### config.mk
export PLATFORM = sky130hd
export DESIGN_NAME = envelope_vca
export DESIGN_NICKNAME = d
export VERILOG_FILES = /design/src/rtl/envelope_vca.sv
export SDC_FILE = /design/constraint.sdc
export NUM_CORES = 1
export LEC_CHECK = 0
export ABC_AREA = 1
export ABC_CLOCK_PERIOD_IN_PS = 2800
export BUFFER_PORTS_ARGS = -buffer_cell sky130_fd_sc_hd__buf_4
export CORE_ASPECT_RATIO = 0.9
export CORE_MARGIN = 3
export CORE_UTILIZATION = 50
export DETAILED_ROUTE_END_ITERATION = 10
export GPL_TIMING_DRIVEN = 0
export PLACE_DENSITY = 0.69
export SLEW_MARGIN = 20
export SYNTH_ARGS = -nofsm -noshare
export SYNTH_HDL_FRONTEND = slang
export SYNTH_SLANG_ARGS = --single-unit
export TNS_END_PERCENT = 1
### constraint.sdc
create_clock -name Clock -period 2.8 [get_ports Clock]
set_input_delay 0.56 -clock Clock [delete_from_list [all_inputs] [get_ports Clock]]
set_output_delay 0.56 -clock Clock [all_outputs]
set_load 0.05 [all_outputs]
### src/rtl/envelope_vca.sv
`default_nettype none
// ============================================================================
// Module   : envelope_vca
// Brief    : Envelope-controlled amplifier; scales each wave sample by the
//            ADSR level with a one-bit-per-clock shift-add multiplier.
// Revision : 1.0 - initial release
// ============================================================================
module envelope_vca #(
  parameter int WAVE_DEPTH = 8
) (
  input  logic                  Clock,
  input  logic                  Reset,
  input  logic                  SampleValid,
  input  logic [WAVE_DEPTH-1:0] Wave,
  input  logic [WAVE_DEPTH-1:0] Envolope,
  output logic                  Ready,
  output logic [WAVE_DEPTH-1:0] Out,
  output logic                  OutValid,
  output logic                  Overrun
);

  localparam int c_CNT_W = (WAVE_DEPTH > 1) ? $clog2(WAVE_DEPTH) : 1;
  localparam int c_ACC_W = 2 * WAVE_DEPTH;
  localparam logic [c_CNT_W-1:0] c_LAST = c_CNT_W'(WAVE_DEPTH - 1);

  localparam logic [1:0] c_IDLE = 2'd0;
  localparam logic [1:0] c_MUL  = 2'd1;
  localparam logic [1:0] c_DONE = 2'd2;

  logic [1:0]            r_state;
  logic [1:0]            w_next_state;
  logic [WAVE_DEPTH-1:0] r_w;
  logic [WAVE_DEPTH-1:0] r_e;
  logic [c_ACC_W-1:0]    r_acc;
  logic [c_CNT_W-1:0]    r_cnt;
  logic [WAVE_DEPTH-1:0] r_out;
  logic                  r_out_valid;
  logic                  r_overrun;
  logic [c_ACC_W-1:0]    w_addend;
  logic [c_ACC_W-1:0]    w_wave_ext;

  // State register
  always_ff @(posedge Clock) begin
    if (Reset) begin
      r_state <= c_IDLE;
    end else begin
      r_state <= w_next_state;
    end
  end

  // Next-state logic
  always_comb begin
    w_next_state = r_state;
    case (r_state)
      c_IDLE:  if (SampleValid) w_next_state = c_MUL;
      c_MUL:   if (r_cnt == c_LAST) w_next_state = c_DONE;
      c_DONE:  w_next_state = c_IDLE;
      default: w_next_state = c_IDLE;
    endcase
  end

  // Output logic
  always_comb begin
    Ready = (r_state == c_IDLE);
  end

  assign w_wave_ext = {{WAVE_DEPTH{1'b0}}, r_w};
  assign w_addend   = w_wave_ext << r_cnt;

  // Adding W before the final shift makes full-scale envelope unity gain;
  // (2^N-1)^2 + (2^N-1) < 2^(2N), so the sum fits the accumulator width.
  always_ff @(posedge Clock) begin
    if (Reset) begin
      r_w         <= '0;
      r_e         <= '0;
      r_acc       <= '0;
      r_cnt       <= '0;
      r_out       <= '0;
      r_out_valid <= 1'b0;
      r_overrun   <= 1'b0;
    end else begin
      r_out_valid <= 1'b0;
      if (SampleValid && (r_state != c_IDLE)) begin
        r_overrun <= 1'b1;
      end
      case (r_state)
        c_IDLE: begin
          if (SampleValid) begin
            r_w   <= Wave;
            r_e   <= Envolope;
            r_acc <= '0;
            r_cnt <= '0;
          end
        end
        c_MUL: begin
          if (r_e[r_cnt]) begin
            r_acc <= r_acc + w_addend;
          end
          r_cnt <= r_cnt + c_CNT_W'(1);
        end
        c_DONE: begin
          r_out       <= WAVE_DEPTH'((r_acc + w_wave_ext) >> WAVE_DEPTH);
          r_out_valid <= 1'b1;
        end
        default: ;
      endcase
    end
  end

  assign Out      = r_out;
  assign OutValid = r_out_valid;
  assign Overrun  = r_overrun;

endmodule
`default_nettype wire
# Word level (Yosys, flattened, before mapping)
# Cells that the tools add are included.
# classes
add_sub_neg	3
n_lt_le_gt_ge	1
n_eq_ne	6
shifts	1
mux	11
reduce_logical	8
# op_table
op	n
$mux 16	2
$pmux 16 s2	1
$add 16x16->16	1
$add 16x8->16	1
$shl 8x3->16	1
$ne 2x2->1 const B	3
$pmux 3 s2	1
$reduce_and 2->1	3
$lt 3x4->1 const B	1
$mux 2	2
$pmux 2 s2	1
$reduce_bool 2->1	2
$add 3x1->3 const B	1
$bmux 1 s3	1
$eq 3x3->1 const B	1
$mux 3	1
$reduce_and 3->1	1
$eq 2x1->1 const B	1
$eq 2x2->1 const B	1
$logic_not 2->1	1
$mux 1	2
$logic_and 1x1->1	1
# totals
register_bits	47
output_inout_bits	11
elab_cells	38

# Logic depth before layout (Yosys ltp)
# logic_depth
depth_word	4
depth_mapped	19
depth_no_buf	17

# Worst setup path before layout
# OpenSTA, ideal clock, no wires.
# synth_path
path_type	reg2reg
start	register r_cnt[0]
end	register r_acc[14]
setup_ps	135
arrival_time_ps	2087
required_time_ps	2665
path_slack_ps	578
stages_incl_launch_ff	16
period_less_slack_ps	2222
path_cell_list	dfxtp_1 buf_6 clkbuf_1 o21ai_0 o21ai_0 o21ai_0 ha_1 nand2_1 nor2_1 nand2_1 nand3_1 nand2_1 nand2_1 nand2_1 nand3_1 a21oi_1
# synth_between
elab_chain_cells	4
# synth_lines
item	line	rtl
from (decl)	35	logic [c_CNT_W-1:0] r_cnt;
from (signal assigned)	99	r_cnt <= r_cnt + c_CNT_W'(1);
$shl 8x3->16 or $bmux 1 s3 (tied branches)	68, 96	
$add 16x16->16 or $mux 1 (tied branches)	97, 96	
$mux 16 or $ne 2x2->1 (tied branches)	-	
$pmux 16 s2 or $reduce_and 3->1 (tied branches)	-	
to (signal assigned)	97	r_acc <= r_acc + w_addend;
to (decl)	34	logic [c_ACC_W-1:0] r_acc;
# Parallel ways exist; a longest one is shown, timed or not. The select of a mux whose other input is x is not followed.
# A chain may end at the register's enable or synchronous reset.

# Worst setup path after layout
# layout_path
start	register r_cnt[2]
end	register r_acc[12]
# Same word-level chain as after synthesis.

==> metrics.csv <==
stage;metric;value;unit
global_route;grt_max_degree;16;
timing;hold_violations;0;
timing;fmax;397;MHz
route;routed_wl;9.66;mm
floorplanning;die_h;86.4;um
route;firstDrtPassIters;5;
synthesis;synth-compound-area-share;14.2;%
synthesis;synth_area;3590;sq um
timing;slew_violations;0;
global_route;gr-usage-all-layers;24.1;%
global_route;grt-ovfl-total;0;
pwr;p_per_area;430;nW/um^2
worst_hold_path;hp-class;flip-flop to flip-flop;
clocking;ctsHoldBuffers;0;
pwr;power;1.75;mW
placed_design;dpl.hpwl;7.57;mm
synthesis;synth_top_family_by_area;simple AND/OR/NAND/NOR gates;
synthesis;synth-simple-area-share;36.0;%
worst_setup_path;cp-end-kind;flip-flop;
global_route;grt_use_met3;3.13;%
clocking;clk_latency;0.31;ns
global_route;busiest_layer;met2;
timing;finalSetupViolations;0;
timing;slew_headroom;54.4;%
worst_setup_path;critPathLaunchType;flip-flop;
route;vias_per_cell;5.19;
route;vias;3761;
clocking;clock-sinks;47;
timing;min_period;2.52;ns
synthesis;ys_seq_elements;47;
timing;fin_crit_sh;89.9;%
timing;layout_setup_ws;0.283;ns
final_layout;fillers;695;
synthesis;synthAdderAreaFrac;8.92;%
final_layout;num-nets-final;677;
clocking;clk_transition_reported_paths;0.10;ns
global_route;grt_pass1_vias;3388;
worst_setup_path;crit_type;flip-flop to flip-flop;
route;drc;0;
clocking;h-tree-depth;2;
synthesis;synthXorXnorAreaFrac;0.732;%
synthesis;synth_nets;642;
floorplanning;start_util;53.1;%
worst_setup_path;critPathArrivalTime;2.68;ns
timing;rsz0062_at_grt;no;
synthesis;synth_cell_type_count;31;
clocking;cts-root-buf;clkbuf_8;
clocking;numCtsBuffers;5;
worst_setup_path;path_max_fanout;10;
final_layout;diodes;0;
final_layout;areaGrowthSynthToFinish;13.3;%
final_layout;finalNonFillerCells;724;
timing;finalSetupTns;0;ns
placed_design;dp_cells;716;
global_route;globalRouteMet2Util;39.0;%
floorplanning;die_width;95.3;um
pwr;peakVddDrop;0.000208;V
placed_design;gp_congestion;0.883;
global_route;antenna_found_initial;0;
route;wl_per_cell;13.3;um
floorplanning;ios;30;
placed_design;portBuffers;28;
floorplanning;dieArea;8230;sq um
worst_setup_path;cp.required;2.96;ns
final_layout;final_common_cell;nand2_1;
timing;skew;0.0151;ns
synthesis;muxShareOfSynthArea;1.12;%
pwr;power.leakage;2.08;nW
placed_design;dpl-instance-area;3910;sq um
synthesis;avgSynthCellArea;6.00;sq um
clocking;cts_tree;built;
run_status;outcome;complete, no violations;
clocking;cts_max_path_buffers;2;
synthesis;syn_inst;598;
final_layout;final_area;4070;sq um
final_layout;drive_gt1_share;8.99;%
floorplanning;core_area;6760;sq um
final_layout;mostFrequentLayoutCells;nand2_1 (170), inv_1 (95), nor2_1 (61), nand3_1 (49), dfxtp_1 (47);
synthesis;yosysWarningCount;0;
route;ant_nets;0;
timing;worstMarginPinSlew;0.684;ns
job;maxCapViolCount;0;
route;drt_iter0_markers;213;
placed_design;pre_cts_ws;0.0472;ns
global_route;use_met1;34.5;%
synthesis;yosysSeqAreaShare;26.2;%
global_route;grt_pass1_wl;15.8;mm
floorplanning;rows;28;
==> through the flow <==
stage | hold slack (ns) | util, %
3_5_place_dp | 0.445 | 57.9
2_1_floorplan | 0.429 | -
3_3_place_gp | 0.443 | 57.9
4_1_cts | 0.458 | 59.9
5_1_grt | 0.484 | 60.2
6_report | 0.459 | 60.2
==> cell usage after synthesis, drive strengths merged <==
cell type | instances | share of area [%]
xnor2 | 3 | 0.73
dfxtp | 47 | 26
inv | 98 | 10
clkinv | 1 | 0.10
nor2 | 62 | 6.5
clkbuf | 12 | 1.3
buf | 4 | 1.1
nand4 | 7 | 1.2
o21bai | 1 | 0.21
ha | 24 | 8.4
nand3b | 4 | 0.84
mux2i | 4 | 1.1
nor3 | 5 | 0.70
a21oi | 47 | 6.8
o21ai | 48 | 6.7
nand2 | 172 | 18
or2 | 1 | 0.17
fa | 1 | 0.56
a211oi | 1 | 0.21
nand3 | 54 | 8.3
a31oi | 2 | 0.35
==> report_power, final <==
part	internal [mW]	switching [mW]	total [mW]	leakage [nW]
logic	0.148	0.263	0.411	1.63
clock network	0.356	0.248	0.604	0.0644
registers	0.703	0.0321	0.735	0.384
==> routing by layer <==
| metal | wire [um] | part of all wire, % | up-vias |
|---|---|---|---|
| li1 | - | - | 1977 |
| met1 | 4850 | 50 | 1681 |
| met2 | 4220 | 44 | 94 |
| met3 | 506 | 5.2 | 9 |
| met4 | 88 | 0.91 | 0 |
| met5 | 0 | 0 | - |
==> what timing repair did <==
item                       4_1_cts  5_1_grt
setup endpoints to repair        0       12
gates resized for setup          0       12
setup buffers                    0        1
==> sequential cells by signal, indices dropped and copies added (netlist names) <==
register	cells
Out	8
OutValid	1
Overrun	1
r_acc	16
r_cnt	3
r_e	8
r_state	2
r_w	8
==> area by class of cell <==
cell class	instances	area [sq um]	area share (%)
clock inverter	3	67.6	1.66
buffer	15	87.6	2.15
inverter	99	374	9.19
timing repair buffer	29	218	5.35
clock buffer	5	68.8	1.69
tap	90	113	2.77
sequential	47	941	23.1
multi-input combinational	436	2200	54.1
==> critical path, cell delays in order (launching register included) <==
cell	delay [ns]
dfxtp_1	0.40
buf_1	0.27
nor3_1	0.24
ha_1	0.23
inv_1	0.07
fa_1	0.41
inv_1	0.10
nand3_1	0.07
nand3_1	0.15
nand3_1	0.12
nand3_1	0.09
nand2_1	0.05
nand3_1	0.10
a21oi_1	0.07
==> worst paths after layout <==
path	end	slack, ns	start	depth (start not counted)
min	r_e[6]	0.46	r_e[6]	2
max reg2reg	r_acc[12]	0.28	r_cnt[2]	13
max	r_acc[12]	0.28	r_cnt[2]	13
min reg2reg	r_e[6]	0.46	r_e[6]	2
==> logic make-up (layout without fill, tap and decap cells) <==
kind of cell / Yosys count / in the layout
and+or+nand+nor: 305 / 305
xor gates and xnor gates: 3 / 3
adders and majority gates: 25 / 25
buffers and inverters: 115 / 151
AOI/OAI and AO/OA: 99 / 99
DFF: 47 / 47
muxes: 4 / 4
No activity file was read; power rests on OpenSTA's default activity.
